==> src/rtl/pe_seq_ctrl.sv <==
// Tile sequencer for a stochastic PE array: CLR -> LOADW -> MAC -> FIN, with a bit-reversed weight RNG.
// Optional macro PE_SEQ_CTRL_EARLY_TERM_EN adds an early_stop input that cuts the MAC phase short.
module pe_seq_ctrl #(
  parameter int IWIDTH = 16,
  parameter int CWIDTH = 16,
  parameter int WLOAD  = 16
) (
  input  logic              clk,
  input  logic              rst,
  input  logic              start,
  input  logic [CWIDTH-1:0] mac_len,
`ifdef PE_SEQ_CTRL_EARLY_TERM_EN
  input  logic              early_stop,
`endif
  output logic              busy,
  output logic              done,
  output logic              en_i,
  output logic              clr_i,
  output logic              en_w,
  output logic              clr_w,
  output logic              en_o,
  output logic              clr_o,
  output logic              mac_done,
  output logic [IWIDTH-1:0] randW,
  output logic [IWIDTH-1:0] randW_inv
);

  typedef enum logic [2:0] {
    S_IDLE,
    S_CLR,
    S_LOADW,
    S_MAC,
    S_FIN
  } state_t;

  localparam logic [CWIDTH-1:0] WLOAD_LAST = CWIDTH'(WLOAD - 1);

  state_t            state, next_state;
  logic [CWIDTH-1:0] len_q;
  logic [CWIDTH-1:0] cnt;
  logic [CWIDTH-1:0] rng;
  logic              mac_stop;

  logic              busy_d, done_d, clr_d, en_w_d, mac_d;
  logic [IWIDTH-1:0] rng_rev;

`ifdef PE_SEQ_CTRL_EARLY_TERM_EN
  assign mac_stop = early_stop;
`else
  assign mac_stop = 1'b0;
`endif

  // NOTE: next_state is defaulted before the case so no path leaves it unassigned (no latch).
  always_comb begin
    next_state = state;
    unique case (state)
      S_IDLE:  if (start) next_state = S_CLR;
      S_CLR:   next_state = S_LOADW;
      S_LOADW: if (cnt == WLOAD_LAST) next_state = (len_q == '0) ? S_FIN : S_MAC;
      S_MAC:   if (cnt == len_q - CWIDTH'(1) || mac_stop) next_state = S_FIN;
      S_FIN:   next_state = S_IDLE;
      default: next_state = S_IDLE;
    endcase
  end

  // Outputs are decoded from next_state and registered so they line up with the state they belong to.
  always_comb begin
    busy_d = (next_state != S_IDLE);
    done_d = (next_state == S_FIN);
    clr_d  = (next_state == S_CLR);
    en_w_d = (next_state == S_LOADW);
    mac_d  = (next_state == S_MAC);
  end

  always_comb begin
    rng_rev = '0;
    for (int i = 0; i < IWIDTH; i++) rng_rev[i] = rng[IWIDTH-1-i];
  end

  // NOTE: all state and outputs use non-blocking assignments so every register samples pre-edge values.
  always_ff @(posedge clk) begin
    if (rst) begin
      state     <= S_IDLE;
      len_q     <= '0;
      cnt       <= '0;
      rng       <= '0;
      busy      <= 1'b0;
      done      <= 1'b0;
      en_i      <= 1'b0;
      clr_i     <= 1'b0;
      en_w      <= 1'b0;
      clr_w     <= 1'b0;
      en_o      <= 1'b0;
      clr_o     <= 1'b0;
      mac_done  <= 1'b0;
      randW     <= '0;
      randW_inv <= '0;
    end else begin
      state <= next_state;

      if (state == S_IDLE && start) len_q <= mac_len;

      if ((state == S_LOADW || state == S_MAC) && next_state == state) cnt <= cnt + CWIDTH'(1);
      else                                                           cnt <= '0;

      // rng indexes the MAC cycle being issued; randW carries its bit-reversed low bits.
      if (state == S_CLR)          rng <= '0;
      else if (next_state == S_MAC) rng <= rng + CWIDTH'(1);

      busy     <= busy_d;
      done     <= done_d;
      mac_done <= done_d;
      clr_i    <= clr_d;
      clr_w    <= clr_d;
      clr_o    <= clr_d;
      en_w     <= en_w_d;
      en_i     <= mac_d;
      en_o     <= mac_d;
      // The weight pair is only meaningful during MAC; both buses idle at zero elsewhere.
      randW     <= mac_d ? rng_rev : '0;
      randW_inv <= mac_d ? ~rng_rev : '0;
    end
  end

endmodule

==> config.mk <==
export PLATFORM = sky130hd
export DESIGN_NAME = pe_seq_ctrl
export DESIGN_NICKNAME = d
export VERILOG_FILES = /design/src/rtl/pe_seq_ctrl.sv
export SDC_FILE = /design/constraint.sdc
export NUM_CORES = 1
export LEC_CHECK = 0
export BUFFER_PORTS_ARGS = -buffer_cell sky130_fd_sc_hd__buf_2
export CAP_MARGIN = 40
export CORE_MARGIN = 4
export CORE_UTILIZATION = 39
export DETAILED_ROUTE_END_ITERATION = 16
export PLACE_DENSITY = 0.65
export SLEW_MARGIN = 20
export SYNTH_ARGS = -nofsm -noshare
export SYNTH_HDL_FRONTEND = slang
export SYNTH_SLANG_ARGS = --single-unit
==> constraint.sdc <==
create_clock -name clk -period 6.31 [get_ports clk]
set_clock_uncertainty 0.1 [all_clocks]
set_input_delay 0.631 -clock clk [delete_from_list [all_inputs] [get_ports clk]]
set_output_delay 0.631 -clock clk [all_outputs]
set_load 0.01 [all_outputs]
### Word-level counts from Yosys, hierarchy flattened

Index checks and enable logic that the tools add are counted.

* register bits: 88
* input bits: 19
* output and inout port bits: 41
* word-level logic and storage cells: 41

* add/subtract/negate cells: 3
* reduce and logical (&&, ||, !) cells: 9
* muxes and demuxes: 5
* bitwise operators: 3
* equality and inequality tests: 10

Operators with widths (count)
* 16-bit by 1-bit adder with 16-bit output, second input constant: 2
* 16-bit == test: 1
* 16-bit by 4-bit == test with 1-bit output, second input constant: 1
* 16-bit zero test: 1
* 16-bit NOT: 1
* 16-bit by 1-bit subtractor with 16-bit output, second input constant: 1
* 3-bit by 2-bit == test with 1-bit output, second input constant: 4
* 3-bit 2-to-1 mux: 4
* 3-bit case mux with 4 select lines: 1
* 3-bit by 1-bit == test with 1-bit output, second input constant: 2
* 2-bit OR reduction: 3
* 3-bit == test: 1
* 3-bit == test, second input constant: 1
* 3-bit zero test: 1
* 3-bit nonzero test: 1
* 1-bit logical AND: 2
* 1-bit NOT: 2
* 1-bit logical OR: 1

### Logic depth before layout (Yosys ltp)

Gate-level depths: netlist (run 1).

* depth after elaboration: 8
* gate-level depth with buffers: 12
* depth with buffers taken out: 10

### Worst setup path after synthesis (run 1)

Ideal clock, no wire load.

* path type: register to register
* from: register len_q[10]
* to: register randW[10]
* required time: 6095 ps
* library setup time: 115 ps
* cell stages (with the launch flop): 11
* path buffers: 2
* data arrival time: 2886 ps
* clock period less this slack: 3101 ps
* setup slack: 3209 ps
* cell sequence: dfxtp_1 > or4_1 > xor2_1 > a41oi_1 > or4bb_1 > nor4_2 > or3_1 > buf_2 > inv_2 > clkbuf_1 > and2_1

* cells in the longest elaborated chain, start to end: 7
* elaborated cells on any way between the ends: 10
* classes of those cells: add/sub (1); eq/ne (2); mux (4); bitwise (1); reduce/logical (2)

Ends and longest elaborated chain
* start, declared: line 39 `logic [CWIDTH-1:0] len_q;`
* start signal, assigned: line 101 `if (state == S_IDLE && start) len_q <= mac_len;`
* 16-bit by 1-bit subtractor with 16-bit output or 16-bit zero test (tied branches): line 60, 59
* 16-bit == test or 3-bit 2-to-1 mux (tied branches): line 60, 59
* 3-bit 2-to-1 mux (on tied branches): line 60, 59
* 3-bit case mux with 4 select lines *: line 56 `unique case (state)`
* 3-bit by 2-bit == test with 1-bit output *: line 72 `mac_d = (next_state == S_MAC);`
* 1-bit NOT (no line) *
* 2-bit OR reduction (no line) *
* end signal, assigned: line 120 `randW <= mac_d ? rng_rev : '0;`
* end, declared: line 24 `output logic [IWIDTH-1:0] randW,`

Every way passes the cells marked *; elsewhere a longest branch is shown, timed or not.
A chain may end at the register's enable or synchronous reset.

### Worst setup path after layout (run 1)

* from: register len_q[0]
* to: register randW[1]

Same word-level chain as after synthesis.

==> summary.txt, run 1 <==
Cells and area
  – Non-filler instance count after layout: between 600 and 700
  – Multi-input logic area: around 0.002 mm2
  – Nets: between 500 and 600
  – Proportion of layout cells with a drive suffix above 1: between 10% and 20%
  – ANT cells: 0
  – Synth-to-Final Area Change: 14.10%
  – Final Instance Area: ~0.0044 mm2
  – Fillers: approximately 1000
  – Reg area: around 0.0018 mm2
  – Util after Layout: between 40 and 50%

Critical path
  – CP required: 6.47 ns
  – Endpoint class of the critical path: register
  – Critical Path Start Type: register
  – WP data arrival: around 4.0 ns
  – Worst Setup Path Type: register to register
  – CP max FO: 19

CTS
  – Post-CTS Setup Bufs: 0
  – Longest Clk Path Bufs: 2
  – Root buf cell: clkbuf_8
  – CTS sink cnt: 88
  – Post-cts repair resize count: 0
  – Num CTS Buffers: 9
  – Clock insertion delay at the later pin of the skew report: about 0.36 ns
  – TritonCTS clock tree: done
  – H-tree Lvls: 3
  – Reg clk slew, reported paths: approximately 0.090 ns
  – Post-CTS Hold Fix Bufs: 0

Synthesis
  – Sequential fraction of the synthesis area: a little under half
  – Synth area leader: dfxtp_1
  – Synth area leaders: dfxtp_1 45%, nor2_1 5.7%, xnor2_1 4.5%
  – Number of synthesized flops with an enable pin: 0
  – Mapped cell area: between 0.003 and 0.004 mm2
  – Synth Net Count: 465
  – Synth unique cells: between 50 and 60
  – Synth Flop Type: dfxtp_1
  – Top cell type's share of synthesized area: a little under half
  – #FFs+latches synth: between 80 and 90
  – Synth Instances: 443
  – Mean Syn Cell Area: 8.753 um2
  – Asr flop ratio synth: 0%
  – Synth Warn #: 0

Detailed routing
  – Drt drc: 0
  – Final wirelength: roughly 8400 um
  – Starting DRT DRC Count: 185
  – Drt wl/cell: 13.43 um
  – Vias/cell: slightly above 5
  – Antenna Nets Post-Route: 0
  – Via Count: ~3200
  – DR pass1 iterations: 4

Run
  – Max Cap Viol: 0

Die
  – Core Box Area: between 0.009 and 0.01 mm2
  – Starting Density: roughly two fifths
  – Boundary pin count: 60
  – Row count: 36
  – Die footprint: roughly 0.012 mm2
  – Chip Height: ~110 um
  – Chip width: between 100 and 150 um

Timing
  – Hold slack final: ~0.35 ns
  – Unrepaired setup endpoints after global routing: false
  – Final min period: around 3.9 ns
  – Fmax: ~260 MHz
  – Worst-Margin Slew: ~0.73 ns
  – Fin. max-slew vios: 0
  – Rel. slew slack: between 50% and 60%
  – Setup Viol. Count Final: 0
  – Post-route setup slack: approximately 2.4 ns
  – Final Cycle Share: ~61%
  – Final Hold Vio Count: 0
  – Setup tns final: 0 ns

Placed design
  – Dpl ws: between 2 and 2.5 ns
  – Dpl hpwl: 6272 um
  – Post-Place Cell Area: roughly 0.0042 mm2
  – Port buffer count: 59
  – Gpl congestion: around 0.87
  – Placed insts: 611

GRT
  – Gr ovfl total: 0
  – Initial antenna violation count: 0
  – Number of global-route vias before repair: 3027
  – First-pass GRT wire length: around 14000 um
  – Total GRT Usage: between 10% and 20%
  – Largest net degree at the start of global routing: 24

Power and ir drop
  – LEAKAGE: 1.799 nW
  – Worst-case vdd ir drop: 0.0001206 V
  – Total power draw: between 1 and 1.5 mW
  – Power per cell area: 253.7 mW/mm2

Hold path
  – Worst hold-check path type: register to register

Run status
  – Status: completed
## metal layers
metal / part of all wire [%] / vias to the layer above / GRT usage (%)
li1: - / 1624 / -
met1: 44 / 1505 / 17.79
met5: 0 / - / 0
met2: 50 / 67 / 26.60
met3: 4.8 / 12 / 4.019
met4: 1.5 / 0 / 5.410
## final cells by class
type                            instances  share of cell area (%)
Clock inverter                          7                   1.895
Sequential cell                        88                   39.82
Tap cell                              133                   3.761
Multi-Input combinational cell        320                   44.03
Clock buffer                            9                   2.800
Timing Repair Buffer                   60                   6.844
Inverter                               10                  0.8484
## cells in the final DEF, fill, tap and decap left out, drive strengths merged, types with 3 or more instances in the layout
cell type / Yosys / layout
nand3: 10 / 10
nor3: 3 / 3
a21oi: 29 / 29
ha: 3 / 3
nor2: 59 / 59
clkbuf: 11 / 9
dfxtp: 88 / 88
or3: 8 / 8
and2: 18 / 18
and3: 9 / 9
or4: 5 / 5
o21a: 3 / 3
nand4: 14 / 14
o31ai: 4 / 4
buf: 14 / 60
a31oi: 3 / 3
nor4: 12 / 12
inv: 10 / 14
nor4b: 5 / 5
o21ai: 9 / 9
nand2b: 6 / 6
nand3b: 5 / 5
xor2: 20 / 20
nand2: 46 / 46
xnor2: 20 / 20
## sequential cells by signal (all words and copies together), names as in the netlist
name,flops
en_o,1
clr_o,1
randW,16
mac_done,1
state,3
cnt,16
en_w,1
randW_inv,16
rng,16
len_q,16
busy,1
## cells in the mapped netlist, types with 4 or more instances
cell type	instances
buf_4	5
nor2_1	59
inv_1	9
nand3_1	10
xnor2_1	20
nor4_1	10
o31ai_1	4
and2_1	18
nand2b_1	6
xor2_1	20
dfxtp_1	88
and3_1	9
clkbuf_1	11
a21oi_1	28
or3_1	8
nand4_1	14
nor4b_1	5
buf_2	5
o21ai_1	5
nand3b_1	5
nand2_1	46
o21ai_0	4
## logic make-up after synthesis
| kind of cell | after synthesis | share of synthesized area (%) |
|---|---|---|
| muxes | 1 | 0.2582 |
| AOI/OAI and AO/OA | 69 | 11.71 |
| xor gates and xnor gates | 40 | 9.035 |
| buffers and inverters | 35 | 4.421 |
| adders and majority gates | 3 | 0.9682 |
| DFF | 88 | 45.43 |
| and+or+nand+nor | 207 | 28.17 |
## power by group
part | switching [mW] | internal, mW
Clock | 0.214 | 0.190
Combinational | 0.0779 | 0.0587
Sequential | 0.0147 | 0.567
## path summary, 6_finish.rpt
path	startpoint	to	slack, ns	cells past startpoint
worst max-delay path	len_q[0]	randW[1]	2.43	10
worst min-delay path	rng[13]	randW_inv[2]	0.35	1
worst min register to register	rng[13]	randW_inv[2]	0.35	1
worst max register to register	len_q[0]	randW[1]	2.43	10
## worst max-delay path, stage by stage (launching register included)
cell	delay (ns)
dfxtp_1	0.44
inv_1	0.07
ha_1	0.36
xnor2_1	0.19
a21o_1	0.19
o21ai_0	0.24
or4bb_1	0.54
nor4_2	0.53
or3_1	0.64
inv_2	0.24
and2_1	0.22
Note: power is estimated with default switching activity, not from simulation.
==> run 2: changes to the inputs <==
--- a/config.mk
+++ b/config.mk
@@ -10,7 +10,7 @@
 export CORE_MARGIN = 4
 export CORE_UTILIZATION = 39
 export DETAILED_ROUTE_END_ITERATION = 16
-export PLACE_DENSITY = 0.65
+export PLACE_DENSITY = 0.68
 export SLEW_MARGIN = 20
 export SYNTH_ARGS = -nofsm -noshare
 export SYNTH_HDL_FRONTEND = slang
==> constraint.sdc (replaced) <==
create_clock -name clk -period 3.1 [get_ports clk]
set_clock_uncertainty 0.1 [all_clocks]
set_input_delay 0.31 -clock clk [delete_from_list [all_inputs] [get_ports clk]]
set_output_delay 0.31 -clock clk [all_outputs]
set_load 0.01 [all_outputs]
==> run 2 against run 1 <==
  * Critical path depth grew 1
  * Clock-buffer cell count grew 1
  * Cell area grew 4.5%
  * Sequential cell count is the same
  * Utilization grew 2.0 points
  * Fmax grew 32%
  * Sequential power grew 100%
  * Wire length grew 0.17%
  * Total power grew 99%
  * Die area is the same
  * Global-route usage shrank 0.080 points
  * Via count grew 1.2%
  * Largest power group unchanged
==> summary.txt, run 2 (synthesized netlist as in run 1, its figures left out) <==
Timing
  – Setup Viol. Count Final: 0 (unchanged)
  – Worst-Margin Slew: 0.6566 ns (-0.07422 ns)
  – Final Hold Vio Count: 0 (unchanged)
  – Unrepaired setup endpoints after global routing: false
  – Setup tns final: 0 ns (unchanged)
  – Final Cycle Share: 94.77% (+33 points)
  – Rel. slew slack: 56.10% (+5.1 points)
  – Fin. max-slew vios: 0 (unchanged)
  – Post-route setup slack: 0.1621 ns (-2.272 ns)
  – Fmax: 340.4 MHz (+32%)
  – Final min period: 2.938 ns (-0.9378 ns)

GRT
  – Initial antenna violation count: 0 (unchanged)
  – First-pass GRT wire length: 14210 um (+0.89%)
  – Gr ovfl total: 0 (unchanged)
  – Total GRT Usage: 15.12% (-0.080 points)
  – Number of global-route vias before repair: 3111 (+2.8%)
  – Largest net degree at the start of global routing: 24 (unchanged)

Cells and area
  – Reg area: 0.001763 mm2 (about the same)
  – Commonest non-fill, non-tap cell in the layout: dfxtp_1
  – Proportion of layout cells with a drive suffix above 1: 22.07% (+4.3 points)
  – Leading cell types in the layout, fill and taps excluded: 87 x dfxtp_1, 59 x nor2_1, 59 x buf_2, 46 x nand2_1, 28 x a21oi_1
  – Non-filler instance count after layout: 654 (+4.3%)
  – ANT cells: 0 (unchanged)
  – Multi-input logic area: 0.001957 mm2 (+0.45%)
  – Nets: 538 (+5.3%)
  – Fillers: 968 (-3.6%)
  – Synth-to-Final Area Change: 19.20%

Detailed routing
  – Vias/cell: 4.965 (-3.0%)
  – Drt wl/cell: 12.90 um (-4.0%)
  – DR pass1 iterations: 4 (unchanged)
  – Final wirelength: 8436 um (+0.17%)
  – Starting DRT DRC Count: 97 (-48%)
  – Drt drc: 0 (unchanged)
  – Via Count: 3247 (+1.2%)
  – Antenna Nets Post-Route: 0 (unchanged)

Critical path
  – CP required: 3.25 ns (-3.22 ns)
  – Worst-case reg-to-reg path depth: 11 (+1)
  – Critical Path Start Type: register
  – RR Startpoint: len_q[2]
  – Endpoint class of the critical path: register
  – CP max FO: 17 (-2)
  – Worst Setup Path Type: register to register
  – WP data arrival: 3.08 ns (-0.96 ns)
  – Worst reg-to-reg setup slack: 0.16 ns (-2.27 ns)
  – Reg2reg end: rng[1]

CTS
  – Post-CTS Hold Fix Bufs: 0 (unchanged)
  – Clock insertion delay at the later pin of the skew report: 0.35 ns (about the same)
  – Longest Clk Path Bufs: 2 (unchanged)
  – TritonCTS clock tree: done
  – H-tree Lvls: 3 (unchanged)
  – Reg clk slew, reported paths: 0.09 ns (about the same)
  – Num CTS Buffers: 9 (unchanged)
  – Root buf cell: clkbuf_8
  – CTS sink cnt: 88 (unchanged)

Run status
  – Status: completed

Placed design
  – Gpl congestion: 0.8711 (+0.11%)
  – Placed insts: 637 (+4.3%)
  – Dpl ws: 0.1127 ns (-2.310 ns)
  – Dpl hpwl: 6415 um (+2.3%)
  – Port buffer count: 59 (unchanged)

Hold path
  – Worst hold-check path type: primary input to register
  – Hold Path Depth: 3 (+2)
  – Destination of the worst hold path: len_q[9]
  – Min-delay src: mac_len[9]

Die
  – Die footprint: 0.01160 mm2 (unchanged)
  – Chip width: 107.7 um (unchanged)
  – Boundary pin count: 60 (unchanged)
  – Core Box Area: 0.009729 mm2 (unchanged)
  – Chip Height: 107.7 um (unchanged)
  – Row count: 36 (unchanged)
  – Starting Density: 39.85% (unchanged)

Power and ir drop
  – Worst-case vdd ir drop: 0.0002334 V (+94%)
  – LEAKAGE: 1.922 nW (+6.9%)
  – Total power draw: 2.232 mW (+99%)
  – Power per cell area: 482.8 mW/mm2 (+90%)

Run
  – Max Cap Viol: 0 (unchanged)
[run 2: how the worst max path moves through the flow]
stage / from / endpoint / slack (ns) / cells after the start
after global routing: len_q[2] / rng[1] / 0.007 / 11
final: len_q[2] / rng[1] / 0.16 / 11
after floorplan: len_q[10] / randW[10] / 0.07 / 10
after global placement: len_q[10] / rng[1] / 0.14 / 9
after CTS: len_q[10] / busy / 0.09 / 8
after detailed placement: len_q[10] / busy / 0.11 / 8
[run 2: routing by layer]
layer	track usage, %	wire length (um)
met1	18.40	3855
met2	25.58	4028
met3	3.599	334
met4	6.041	217
met5	0	0
[run 2: critical path: stages (launching register included)]
cell and delay (ns):
dfxtp_1 0.32, buf_4 0.15, nor4_1 0.26, buf_4 0.21
and3_1 0.18, o21ai_0 0.13, a2111oi_2 0.38, or4b_4 0.53
a21oi_4 0.18, buf_12 0.15, mux2i_1 0.18, nor2_1 0.05
[run 2: timing repair]
action | CTS | global route
endpoints found under the hold margin | 0 | 0
endpoints found under the setup margin | 0 | 49
gates resized for setup | 0 | 3
setup buffers | 0 | 1
[run 2: final cells by class]
cell class / count / area share [%]
Multi-Input combinational cell: 320 / 42.34
Sequential cell: 88 / 38.14
Timing Repair Buffer: 87 / 11.21
Tap cell: 133 / 3.600
Clock buffer: 10 / 2.761
Clock inverter: 6 / 1.137
Inverter: 10 / 0.8121
[run 2: per-stage QoR]
| stage | area [um2] | utilization (%) | hold WS (ns) |
|---|---|---|---|
| after global placement | 4429 | 45.52 | 0.3307 |
| final | 4622 | 47.51 | 0.08985 |
| after floorplan | 3886 | - | 0.3135 |
| after detailed placement | 4429 | 45.52 | 0.3341 |
| after CTS | 4609 | 47.38 | 0.06824 |
| after global routing | 4622 | 47.51 | 0.08154 |
[run 2: report_power, final]
group          switching, mW  internal [mW]
logic                  0.179          0.155
clock network          0.423          0.303
registers             0.0188           1.15
==> run 3: changes to the inputs <==
--- a/config.mk
+++ b/config.mk
@@ -9,6 +9,7 @@
 export CAP_MARGIN = 40
 export CORE_MARGIN = 4
 export CORE_UTILIZATION = 39
+export CTS_BUF_LIST = sky130_fd_sc_hd__clkbuf_4 sky130_fd_sc_hd__clkbuf_8 sky130_fd_sc_hd__clkbuf_16
 export DETAILED_ROUTE_END_ITERATION = 16
 export PLACE_DENSITY = 0.68
 export SLEW_MARGIN = 20
==> run 3 against run 2 <==
  * Sequential share of layout area about the same
  * Via count increased by 0.92%
  * Highest routed layer unchanged
  * Wire length increased by 0.14%
  * Global-route usage unchanged
  * Die area unchanged
  * Largest power group unchanged
  * Hold slack got worse by 0.00065 ns
  * Total power increased by 0.48%
  * Clock-buffer cell count unchanged
  * Critical endpoint unchanged
  * Sequential cell count unchanged
  * Utilization about the same
  * Non-clock buffer count unchanged
==> summary.txt, run 3 (synthesized netlist as in run 1, its figures left out) <==
Detailed routing
  – Via Count: 3277 (+0.92%)
  – Drt wl/cell: 12.92 um (+0.14%)
  – Vias/cell: 5.011 (+0.92%)
  – DR pass1 iterations: 4 (unchanged)
  – Starting DRT DRC Count: 88 (-9.3%)
  – Final wirelength: 8448 um (+0.14%)
  – Drt drc: 0 (unchanged)
  – Antenna Nets Post-Route: 0 (unchanged)

Critical path
  – CP startpoint: len_q[2]
  – CP max-delay cell: or4b_4
  – Worst Setup Path Type: register to register
  – CP Capture Point: rng[1]
  – Crit-path cells: buf_4, nor4_1, buf_4, and3_1, o21ai_0, a2111oi_2, or4b_4, a21oi_4, buf_12, mux2i_1, nor2_1
  – CP required: 3.25 ns (about the same)
  – CP max FO: 17 (unchanged)
  – RR Startpoint: len_q[2]
  – Worst reg-to-reg setup slack: 0.16 ns (about the same)
  – Cell mode on critical path: buf_4
  – Endpoint class of the critical path: register
  – WP data arrival: 3.08 ns (about the same)
  – Critical Path Start Type: register
  – Slowest cell delay on critical path: 0.53 ns (about the same)
  – Worst-case reg-to-reg path depth: 11 (unchanged)
  – Reg2reg end: rng[1]

CTS
  – Clock insertion delay at the later pin of the skew report: 0.35 ns (about the same)
  – TritonCTS clock tree: done
  – Reg clk slew, reported paths: 0.09 ns (about the same)
  – Post-CTS Hold Fix Bufs: 0 (unchanged)
  – Longest Clk Path Bufs: 2 (unchanged)
  – Num CTS Buffers: 9 (unchanged)
  – Root buf cell: clkbuf_8
  – H-tree Lvls: 3 (unchanged)
  – CTS sink cnt: 88 (unchanged)

GRT
  – Total GRT Usage: 15.12% (unchanged)
  – First-pass GRT wire length: 14210 um (unchanged)
  – Number of global-route vias before repair: 3111 (unchanged)
  – Gr ovfl total: 0 (unchanged)
  – Largest net degree at the start of global routing: 24 (unchanged)
  – Initial antenna violation count: 0 (unchanged)

Placed design
  – Dpl hpwl: 6415 um (unchanged)
  – Port buffer count: 59 (unchanged)
  – Gpl congestion: 0.8711 (unchanged)

Die
  – Chip width: 107.7 um (unchanged)
  – Die footprint: 0.01160 mm2 (unchanged)
  – Core Box Area: 0.009729 mm2 (unchanged)
  – Row count: 36 (unchanged)
  – Boundary pin count: 60 (unchanged)
  – Chip Height: 107.7 um (unchanged)
  – Starting Density: 39.85% (unchanged)

Power and ir drop
  – Internal: 1.620 mW (+0.55%)
  – Clock Power Share: 32.8% (+0.3 points)
  – Gate power share: 14.9% (about the same)
  – LEAKAGE: 1.926 nW (+0.18%)
  – Total power draw: 2.242 mW (+0.48%)
  – Switching pwr: 0.6224 mW (+0.31%)
  – Worst-case vdd ir drop: 0.0002341 V (+0.30%)
  – Switching share of power: 27.76% (-0.046 points)
  – Sequential power share: 52.3% (-0.2 points)
  – Power per cell area: 484.8 mW/mm2 (+0.40%)

Timing
  – Setup Viol. Count Final: 0 (unchanged)
  – Rel. slew slack: 56.11% (about the same)
  – Worst-Margin Slew: 0.6565 ns (-0.00004774 ns)
  – Unrepaired setup endpoints after global routing: false
  – Setup tns final: 0 ns (unchanged)
  – Final min period: 2.937 ns (-0.0009670 ns)
  – Hold slack final: 0.08920 ns (-0.0006507 ns)
  – Final Cycle Share: 94.74% (about the same)
  – Final Hold Vio Count: 0 (unchanged)
  – Fin. max-slew vios: 0 (unchanged)
  – Fmax: 340.5 MHz (about the same)

Hold path
  – Worst hold-check path type: primary input to register
  – Min-delay src: mac_len[9]

Cells and area
  – Fillers: 966 (-0.21%)
  – ANT cells: 0 (unchanged)
  – Leading cell types in the layout, fill and taps excluded: 87 x dfxtp_1, 59 x nor2_1, 59 x buf_2, 46 x nand2_1, 28 x a21oi_1
  – Commonest non-fill, non-tap cell in the layout: dfxtp_1
  – Synth-to-Final Area Change: 19.30% (about the same)
  – Util after Layout: 47.54% (about the same)
  – Nets: 538 (unchanged)
  – Proportion of layout cells with a drive suffix above 1: 22.26% (+0.19 points)

Run
  – Max Cap Viol: 0 (unchanged)

Run status
  – Status: completed
run 3: cell counts in the layout (fill, tap and decap cells not counted):
No cell type changed its count.
run 3: metrics by stage:
step | std cells | cell area, um2 | setup WS (ns)
floorplan | 443 | 3886 | 0.07424
global placement | 637 | 4429 | 0.1409
detailed placement | 637 | 4429 | 0.1127
CTS | 653 | 4613 | 0.08714
global route | 654 | 4626 | 0.006825
finish | 654 | 4626 | 0.1630
run 3: cell type report:
type                            instances  area, um2  area share, %
Clock buffer                           10      131.4          2.840
Clock inverter                          6      52.55          1.136
Inverter                               10      37.54         0.8115
Multi-Input combinational cell        320       1957          42.30
Sequential cell                        88       1763          38.11
Tap cell                              133      166.4          3.598
Timing Repair Buffer                   87      518.0          11.20
run 3: power by group through the flow:
stage                     logic (mW)  clock network, mW  registers, mW
after floorplan                0.222                  0           1.20
after global placement         0.324                  0           1.20
after detailed placement       0.328                  0           1.20
after CTS                      0.329              0.764           1.17
after global routing           0.369              0.805           1.18
final                          0.334              0.736           1.17
run 3: metal layers:
metal	global-route usage, %	part of all wire, %	wire length, um	vias up
met5	0	0	0	-
met4	6.041	2.6	218	0
met3	3.599	4.2	356	20
met2	25.58	48	4026	64
met1	18.40	46	3847	1507
li1	-	-	-	1686
run 3: worst min-delay path by stage:
stage / end / depth (start not counted)
floorplan: randW_inv[2] / 1
global placement: randW_inv[2] / 1
detailed placement: randW_inv[2] / 1
CTS: len_q[9] / 3
global route: len_q[15] / 3
finish: len_q[9] / 3
run 3: critical path, delay by kind of cell, from the launching register on:
family / cells / cell delay (ns)
muxes: 1 / 0.18
AOI/OAI and AO/OA: 3 / 0.69
DFF: 1 / 0.32
buffers and inverters: 3 / 0.51
and+or+nand+nor: 4 / 1.02
run 3: repair_timing:
item,CTS,global route
endpoints found under the setup margin,0,49
gates resized for setup,0,3
setup buffers,0,1
